--- src/rtl/seq_divider32_pkg.sv ---
// Shared definitions for the sequential 32-bit divider.
//   state_t      : FSM state encoding (IDLE, CALC, FIX, DONE)
//   DIV_WIDTH    : operand/result width
//   CNT_W        : width of the step counter (must hold the value DIV_WIDTH)
//   twos_neg()   : two's-complement negation modulo 2^DIV_WIDTH
package seq_divider32_pkg;

  localparam int DIV_WIDTH = 32;
  localparam int CNT_W     = $clog2(DIV_WIDTH + 1);

  typedef enum logic [1:0] {
    ST_IDLE = 2'd0,
    ST_CALC = 2'd1,
    ST_FIX  = 2'd2,
    ST_DONE = 2'd3
  } state_t;

  function automatic logic [DIV_WIDTH-1:0] twos_neg(input logic [DIV_WIDTH-1:0] x);
    return ~x + 1'b1;
  endfunction

endpackage

--- src/rtl/bit32_ripple_carry_adder.sv ---
// 32-bit ripple-carry adder: Sum_out = A_in + B_in + C_in, carry out on C_out.
// The divider uses it as a subtractor by feeding B_in = ~divisor and C_in = 1,
// so C_out = 1 means "no borrow".
//   A_in, B_in : 32-bit addends
//   C_in       : carry in
//   Sum_out    : 32-bit sum
//   C_out      : carry out of bit 31
module bit32_ripple_carry_adder (
  input  logic [31:0] A_in,
  input  logic [31:0] B_in,
  input  logic        C_in,
  output logic [31:0] Sum_out,
  output logic        C_out
);

  logic [32:0] carry;

  assign carry[0] = C_in;

  for (genvar i = 0; i < 32; i++) begin : g_fa
    assign Sum_out[i]  = A_in[i] ^ B_in[i] ^ carry[i];
    assign carry[i+1]  = (A_in[i] & B_in[i]) | (carry[i] & (A_in[i] ^ B_in[i]));
  end

  assign C_out = carry[32];

endmodule

--- src/rtl/seq_divider32.sv ---
// Iterative radix-2 restoring divider for MIPS32 DIV/DIVU.
// One quotient bit per clock; fixed latency of WIDTH+2 cycles from the start
// cycle to the done pulse (CALC x WIDTH, FIX, DONE).
//   clk_in          : clock, rising edge
//   rst_in          : synchronous active-high reset
//   start_in        : request, accepted only in IDLE
//   signed_in       : 1 = DIV (two's complement), 0 = DIVU
//   dividend_in     : dividend, sampled with start_in
//   divisor_in      : divisor, sampled with start_in
//   quotient_out    : quotient (LO), updated at end of FIX
//   remainder_out   : remainder (HI), updated at end of FIX
//   busy_out        : high from the cycle after start through the done cycle
//   done_out        : one-cycle pulse, results valid from this cycle
//   div_by_zero_out : divisor was zero; held with the results
module seq_divider32
  import seq_divider32_pkg::*;
#(
  parameter int WIDTH = DIV_WIDTH
) (
  input  logic             clk_in,
  input  logic             rst_in,
  input  logic             start_in,
  input  logic             signed_in,
  input  logic [WIDTH-1:0] dividend_in,
  input  logic [WIDTH-1:0] divisor_in,
  output logic [WIDTH-1:0] quotient_out,
  output logic [WIDTH-1:0] remainder_out,
  output logic             busy_out,
  output logic             done_out,
  output logic             div_by_zero_out
);

  state_t             state_q;
  logic [CNT_W-1:0]   cnt_q;
  logic [WIDTH-1:0]   rem_q;      // partial remainder (always < divisor between steps)
  logic [WIDTH-1:0]   quo_q;      // dividend magnitude shifting out, quotient shifting in
  logic [WIDTH-1:0]   dvs_q;      // divisor magnitude
  logic [WIDTH-1:0]   dvd_raw_q;  // untouched dividend, returned on divide-by-zero
  logic               qneg_q;     // negate quotient in FIX
  logic               rneg_q;     // negate remainder in FIX
  logic               dbz_q;

  logic [WIDTH-1:0]   quotient_q;
  logic [WIDTH-1:0]   remainder_q;
  logic               busy_q;
  logic               done_q;
  logic               dbz_out_q;

  // Step datapath: WIDTH+1-bit shifted remainder, trial subtract on the adder.
  logic [WIDTH:0]     shifted;
  logic [WIDTH-1:0]   diff;
  logic               carry;
  logic               take;
  logic [WIDTH-1:0]   rem_d;
  logic [WIDTH-1:0]   quo_d;

  assign shifted = {rem_q, quo_q[WIDTH-1]};

  bit32_ripple_carry_adder u_sub (
    .A_in    (shifted[WIDTH-1:0]),
    .B_in    (~dvs_q),
    .C_in    (1'b1),
    .Sum_out (diff),
    .C_out   (carry)
  );

  // A set bit shifted out of the remainder means the 33-bit value already
  // exceeds any 32-bit divisor, even though the 32-bit adder shows a borrow.
  assign take  = carry | shifted[WIDTH];
  assign rem_d = take ? diff : shifted[WIDTH-1:0];
  assign quo_d = {quo_q[WIDTH-2:0], take};

  // NOTE: every register here is assigned with <= so all of them update from
  // the same pre-edge values; a blocking = would let later lines see new state.
  always_ff @(posedge clk_in) begin
    if (rst_in) begin
      state_q     <= ST_IDLE;
      cnt_q       <= '0;
      rem_q       <= '0;
      quo_q       <= '0;
      dvs_q       <= '0;
      dvd_raw_q   <= '0;
      qneg_q      <= 1'b0;
      rneg_q      <= 1'b0;
      dbz_q       <= 1'b0;
      quotient_q  <= '0;
      remainder_q <= '0;
      busy_q      <= 1'b0;
      done_q      <= 1'b0;
      dbz_out_q   <= 1'b0;
    end else begin
      done_q <= 1'b0;
      unique case (state_q)
        ST_IDLE: begin
          if (start_in) begin
            dvs_q     <= (signed_in && divisor_in[WIDTH-1])  ? twos_neg(divisor_in)  : divisor_in;
            quo_q     <= (signed_in && dividend_in[WIDTH-1]) ? twos_neg(dividend_in) : dividend_in;
            rem_q     <= '0;
            dvd_raw_q <= dividend_in;
            qneg_q    <= signed_in & (dividend_in[WIDTH-1] ^ divisor_in[WIDTH-1]);
            rneg_q    <= signed_in & dividend_in[WIDTH-1];
            dbz_q     <= (divisor_in == '0);
            cnt_q     <= CNT_W'(WIDTH);
            busy_q    <= 1'b1;
            state_q   <= ST_CALC;
          end
        end
        ST_CALC: begin
          rem_q <= rem_d;
          quo_q <= quo_d;
          cnt_q <= cnt_q - 1'b1;
          if (cnt_q == CNT_W'(1)) state_q <= ST_FIX;
        end
        ST_FIX: begin
          if (dbz_q) begin
            quotient_q  <= '1;
            remainder_q <= dvd_raw_q;
          end else begin
            quotient_q  <= qneg_q ? twos_neg(quo_q) : quo_q;
            remainder_q <= rneg_q ? twos_neg(rem_q) : rem_q;
          end
          dbz_out_q <= dbz_q;
          done_q    <= 1'b1;
          state_q   <= ST_DONE;
        end
        ST_DONE: begin
          busy_q  <= 1'b0;
          state_q <= ST_IDLE;
        end
        default: state_q <= ST_IDLE;
      endcase
    end
  end

  assign quotient_out    = quotient_q;
  assign remainder_out   = remainder_q;
  assign busy_out        = busy_q;
  assign done_out        = done_q;
  assign div_by_zero_out = dbz_out_q;

endmodule

--- config.mk ---
export PLATFORM = sky130hd
export DESIGN_NAME = seq_divider32
export DESIGN_NICKNAME = d
export VERILOG_FILES = /design/src/rtl/seq_divider32_pkg.sv /design/src/rtl/bit32_ripple_carry_adder.sv /design/src/rtl/seq_divider32.sv
export SDC_FILE = /design/constraint.sdc
export NUM_CORES = 1
export LEC_CHECK = 0
export ABC_CLOCK_PERIOD_IN_PS = 12850
export CAP_MARGIN = 20
export CORE_ASPECT_RATIO = 1.1
export CORE_MARGIN = 8
export CORE_UTILIZATION = 51
export CTS_BUF_LIST = sky130_fd_sc_hd__clkbuf_8 sky130_fd_sc_hd__clkbuf_16
export DETAILED_ROUTE_END_ITERATION = 8
export PLACE_DENSITY = 0.8
export SETUP_SLACK_MARGIN = 0.05
export SYNTH_ARGS = -nofsm -noshare
export SYNTH_HDL_FRONTEND = slang
export SYNTH_SLANG_ARGS = --single-unit
--- constraint.sdc ---
create_clock -name clk_in -period 12.85 [get_ports clk_in]
set_input_delay 1.285 -clock clk_in [delete_from_list [all_inputs] [get_ports clk_in]]
set_output_delay 1.285 -clock clk_in [all_outputs]
set_load 0.05 [all_outputs]
==> results.md, run 1 <==
* Pleak at 4.79 nW
* Global-route wire length before repair at 49,800 µm
* N_diodes at 0
* CP endpoint kind: flop
* Fmax at 0.0805 GHz
* Synth cell count leaders: nand2_1 (208), dfxtp_1 (206), a21oi_1 (156)
* WP data required at 13.19 ns
* Top cells by area, synth: dfxtp_1 (36%), a21oi_1 (6.8%), nand2_1 (6.8%), fa_1 (5.4%), xor2_1 (4.8%)
* Proportion of layout cells with a drive suffix above 1 at 6.25%
* Drt pass-1 iters at 6
* Slew margin rel. at 27.6%
* DRC Markers at 0
* Place WS at -0.469 ns
* Post-DRT Antenna Nets at 0
* Min Tclk post-route at 12.42 ns
* Dpl hpwl at 21,500 µm
* Starting Density at 51.8%
* Setup WS post-layout at 0.431 ns
* Clk_lat worst skew at 0.50 ns
* Top-count cell post-synth: nand2_1
* Hold path depth at 2
* Nets at 1,632
* CP Class: flop to flop
* Arr. time, crit path at 12.76 ns
* Final Hold Fails at 0
* Finish-stage setup viols at 0
* Initial antenna violation count at 0
* CP peak stage delay at 0.39 ns
* Final WL at 30,200 µm
* Core Area at 22,100 µm²
* Post-synth top area share at 36.0%
* All-layer global routing usage at 21.0%
* Vias in the first global route at 10,100
* Ys Warns at 0
* Initial DRC Count at 823
* Port Buf Inserts at 134
* Outcome: complete, no violations
* Area leader, netlist: dfxtp_1
* Cells after Synth at 1,448
* Post-synthesis cell area at 11,500 µm²
* CTS tree: yes
* Clk sinks at 206
* Reg2Reg Depth at 44
* Die Area at 27,500 µm²
* Chip height at 173 µm
* Worst Path Max Fanout at 32
* Clock-pin slew on the worst setup and hold paths at 0.06 ns
* GP Congestion at 0.895
* Syn nets at 1,558
* IR Drop Worst-Case VDD at 0.0962 mV
* Non-filler cells, final at 1,831
* Post-synth ARST share at 0%
* Critical path's slowest cell: fa_1
* Post-Place Cells at 1,792
* Post-synthesis sequential area ratio at 36.0%
* Synth Flop Type: dfxtp_1
* Layout area overhead at 20.4%
* Cts hold-fix bufs at 0
* Count of different cell masters after synthesis at 59
* Startpoint Class: flop
* Via count at 10,500
* CTS Buf Count at 22
* Number of synthesized flops with an enable pin at 0
* CTS Buffer Depth at 3
* R2R Setup Slk at 0.43 ns
* Most used cell, CP: fa_2
* RSZ-0062 raised after global routing: no
* Synthesized flop and latch total at 206
* Worst-Margin Slew at 1.08 ns
* Max-Cap Viols at 0
* Total grt overflow at 0
* Period utilization at 96.6%
* PD cells at 187 nW/µm²
* Worst hold path class: flop to flop
* H-Tree Depth at 1
* Post-DR vias/cell at 5.71
* # rows at 57
* Largest net degree at the start of global routing at 117
* Die X-Extent at 159 µm
* Setup TNS at 0 ns
* FILL cells at 1,885
* I/O pin cnt at 135
* Drt wl/cell at 16.5 µm
* Syn_area_per_cell at 7.91 µm²
* Clock skew at 0.0106 ns
* Final-report max-slew violation count at 0
* Root Buffer: clkbuf_16
-- power breakdown --
part	switching [W]	internal, W	total (W)
clock network	0.000256	0.000413	0.000669
registers	0.000113	0.000771	0.000884
logic	0.000661	0.000372	0.00103
-- flip-flops by register name (all words and copies together) (netlist names) --
| register | flops |
|---|---|
| quo_q | 32 |
| state_q | 2 |
| busy_out | 1 |
| dbz_q | 1 |
| quotient_out | 32 |
| cnt_q | 6 |
| rneg_q | 1 |
| div_by_zero_out | 1 |
| qneg_q | 1 |
| remainder_out | 32 |
| rem_q | 32 |
| done_out | 1 |
| dvs_q | 32 |
| dvd_raw_q | 32 |
-- layer usage --
metal | GRT usage, % | share of wire [%] | vias up
met3 | 3.68 | 6.3 | 67
met2 | 37.3 | 49 | 343
met4 | 7.40 | 2.8 | 0
li1 | - | - | 5180
met5 | 0 | 0 | -
met1 | 25.2 | 42 | 4871
-- cell usage in the layout (no fill, tap or decap), types with 23 or more instances in the layout --
cell	synthesis	routed
a31oi_1	31	31
inv_1	67	71
a211oi_1	53	53
dfxtp_1	206	206
clkbuf_16	0	23
nor2_1	133	132
nor3_1	23	23
o31ai_1	29	29
a21oi_1	156	156
xor2_1	63	63
o21ai_0	76	75
clkdlybuf4s50_1	0	133
nand2_1	208	208
xnor2_1	55	55
-- cell families (layout without fill, tap and decap cells) --
| family | after synthesis | in the layout | share of synthesized area [%] |
|---|---|---|---|
| DFF | 206 | 206 | 36.0 |
| AOI/OAI and AO/OA | 407 | 407 | 21.7 |
| adders and majority gates | 42 | 42 | 6.62 |
| buffers and inverters | 171 | 259 | 5.61 |
| xor gates and xnor gates | 118 | 118 | 9.02 |
| and+or+nand+nor | 488 | 488 | 19.6 |
| muxes | 16 | 16 | 1.42 |
-- through the flow --
stage               utilization, %  power, W  instance area (µm²)  hold slack [ns]
floorplan                        -   0.00162                11500            0.432
global placement              58.5   0.00188                12900            0.439
detailed placement            58.5   0.00191                12900            0.447
CTS                           62.1   0.00258                13700            0.459
global route                  62.4   0.00275                13800            0.483
finish                        62.4   0.00259                13800            0.458
-- cell type report --
class                           count  area, µm²  share of cell area, %
Timing Repair Buffer              153       1530                   11.1
Tap cell                          295        369                   2.68
Inverter                           68        255                   1.85
Multi-Input combinational cell   1071       6750                   48.9
Clock inverter                     10        126                  0.916
Clock buffer                       28        644                   4.67
Sequential cell                   206       4120                   29.9
-- final timing paths --
check,from,endpoint
min,dvd_raw_q[30]$_SDFFE_PP0P_,dvd_raw_q[30]$_SDFFE_PP0P_
max,quo_q[31]$_SDFFE_PP0P_,rem_q[9]$_SDFFE_PP0P_
max reg2reg,quo_q[31]$_SDFFE_PP0P_,rem_q[9]$_SDFFE_PP0P_
min reg2reg,dvd_raw_q[30]$_SDFFE_PP0P_,dvd_raw_q[30]$_SDFFE_PP0P_
-- worst max-delay path, delay by kind of cell (launching register included) --
family | cells | cell delay [ns]
buffers and inverters | 7 | 0.56
DFF | 1 | 0.31
adders and majority gates | 32 | 10.71
and+or+nand+nor | 3 | 0.46
AOI/OAI and AO/OA | 2 | 0.22
-- what timing repair did --
item / 4_1_cts / 5_1_grt
setup endpoints to repair: 33 / 33
resized for setup: 12 / 11
setup buffers: 0 / 0
No activity file was read; power rests on OpenSTA's default activity.
==> run 2: changes to the inputs <==
- CORE_MARGIN: 8 -> not set
==> run 2 against run 1 <==
Net effect: combinational power is essentially flat; cell count grew 0.16%; clock power shrank 4.2%; cell area grew 0.43%; wire length shrank 2.6%; die area shrank 16%; critical path type unchanged.
==> results.md, run 2 (synthesized netlist as in run 1, its figures left out) <==
* Chip height at 159 µm (-8.1%)
* Initial DRC Count at 972 (+18%)
* CP endpoint kind: flop
* CP top delay family: adder cells
* IR Drop Worst-Case VDD at 0.111 mV (+15%)
* Global-route wire length before repair at 48,600 µm (-2.4%)
* Finish-stage setup viols at 0 (unchanged)
* Period utilization at 96.1% (-0.57 points)
* Net Sw Power at 0.00103 W (-0.19%)
* Max-Cap Viols at 0 (unchanged)
* # rows at 57 (unchanged)
* Core Area at 22,000 µm² (-0.32%)
* Combinational share of power at 40.5% (+0.6 points)
* Root Buffer: clkbuf_16
* Port Buf Inserts at 134 (unchanged)
* Grt met3 use at 3.21% (-0.47 points)
* Worst hold path class: flop to flop
* Layout area overhead at 20.9%
* Dpl hpwl at 20,500 µm (-4.6%)
* Buf/Inv on CP at 8 (+1)
* Clk_lat worst skew at 0.51 ns (about the same)
* Final WL at 29,400 µm (-2.6%)
* FILL cells at 1,869 (-0.85%)
* H-Tree Depth at 1 (unchanged)
* Pleak at 4.82 nW (+0.54%)
* All-layer global routing usage at 25.2% (+4.2 points)
* Post-DRT Antenna Nets at 0 (unchanged)
* Worst Path Max Fanout at 7 (-78%)
* Die Area at 23,100 µm² (-16%)
* Min Tclk post-route at 12.35 ns (-0.0731 ns)
* Most frequent cells in the layout: nand2_1 (208), dfxtp_1 (206), a21oi_1 (154)
* Starting Density at 52.0% (+0.17 points)
* Largest net degree at the start of global routing at 106 (-9.4%)
* N_diodes at 0 (unchanged)
* CTS Buf Count at 22 (unchanged)
* Clock skew at 0.0166 ns (+0.00608 ns)
* Sw Ratio at 40.1% (+0.25 points)
* Fmax at 0.0810 GHz (+0.59%)
* Slew margin rel. at 25.6% (-2.0 points)
* CTS tree: yes
* Via count at 10,600 (+0.91%)
* Initial antenna violation count at 0 (unchanged)
* Most common cell after layout, fill and taps aside: nand2_1
* Tot Pwr at 0.00257 W (-0.80%)
* Arr. time, crit path at 12.76 ns (about the same)
* Final Hold Fails at 0 (unchanged)
* Startpoint Class: flop
* Clock power share at 25.0% (-0.9 points)
* Vias in the first global route at 9,914 (-2.0%)
* Clk sinks at 206 (unchanged)
* Met1 GRT Util at 31.6% (+6.4 points)
* Hold_ws at 0.462 ns (+0.00406 ns)
* Final-report max-slew violation count at 0 (unchanged)
* Drt wl/cell at 16.0 µm (-2.7%)
* Die X-Extent at 145 µm (-8.8%)
* Nets at 1,636 (+0.25%)
* WP data required at 13.26 ns (+0.07 ns)
* Cts hold-fix bufs at 0 (unchanged)
* Critical path's slowest cell: fa_1
* Clock-pin slew on the worst setup and hold paths at 0.06 ns (about the same)
* Drt pass-1 iters at 6 (unchanged)
* Total grt overflow at 0 (unchanged)
* Outcome: complete, no violations
* CTS Buffer Depth at 3 (unchanged)
* Cell internal pwr at 0.00154 W (-1.2%)
* GP Congestion at 0.899 (+0.46%)
* PD cells at 185 nW/µm² (-1.2%)
* RSZ-0062 raised after global routing: no
* DRC Markers at 0 (unchanged)
* CP peak stage delay at 0.39 ns (about the same)
* I/O pin cnt at 135 (unchanged)
* Proportion of layout cells with a drive suffix above 1 at 6.76% (+0.51 points)
* Sequential power share at 34.5% (+0.3 points)
* Worst-Margin Slew at 1.12 ns (+0.0310 ns)
* Met2 Resource Use GR at 44.1% (+6.8 points)
* Post-DR vias/cell at 5.76 (+0.74%)
* Most used cell, CP: fa_2
* CP Class: flop to flop
* Busiest grt layer: met2
run 2: metal layers:
layer / up-vias / share of wire, %
met5: - / 0
met4: 0 / 2.5
met1: 4938 / 42
li1: 5194 / -
met3: 59 / 6.5
met2: 365 / 49
run 2: path summary, 6_finish.rpt:
kind                                    from                         end  slack [ns]  cells past startpoint
hold reg to reg   dvd_raw_q[10]$_SDFFE_PP0P_  dvd_raw_q[10]$_SDFFE_PP0P_        0.46                      2
hold / removal    dvd_raw_q[10]$_SDFFE_PP0P_  dvd_raw_q[10]$_SDFFE_PP0P_        0.46                      2
setup / recovery      quo_q[31]$_SDFFE_PP0P_      rem_q[15]$_SDFFE_PP0P_        0.50                     45
setup reg to reg      quo_q[31]$_SDFFE_PP0P_      rem_q[15]$_SDFFE_PP0P_        0.50                     45
run 2: layout make-up:
class                   instances  area (µm²)  area share (%)
clock buffers                  28         644            4.65
clock inverters                 9        90.1           0.650
inverters                      68         255            1.84
multi-input cells            1071        6770            48.9
flip-flops and latches        206        4120            29.8
well taps                     295         369            2.66
repair buffers                157        1600            11.5
run 2: power groups by stage:
stage | Sequential [W] | Clock, W | Combinational, W
detailed placement | 0.000896 | 0 | 0.00101
floorplan | 0.00101 | 0 | 0.000614
global route | 0.000904 | 0.000678 | 0.00114
finish | 0.000886 | 0.000641 | 0.00104
CTS | 0.000883 | 0.000649 | 0.00103
global placement | 0.000889 | 0 | 0.000995
run 2: worst min-delay path, stage by stage (launching register included):
cell     delay (ns)
dfxtp_1        0.31
nand2_1        0.05
a21oi_1        0.05
run 2: repair_timing:
item / 4_1_cts / 5_1_grt
setup buffers: 2 / 0
pin swaps: 1 / 2
setup endpoints to repair: 33 / 33
resized for setup: 14 / 15
cloned: 2 / 0
run 2: stage by stage:
step	instances	TNS [ns]	area [µm²]	setup WS [ns]	utilization (%)
2_1_floorplan	1448	0	11500	0.0561	-
3_3_place_gp	1793	-7.37	13000	-0.245	58.9
3_5_place_dp	1793	-11.37	13000	-0.392	58.9
4_1_cts	1834	0	13800	0.0714	62.7
5_1_grt	1834	0	13900	0.0656	62.9
6_report	1834	0	13900	0.504	62.9
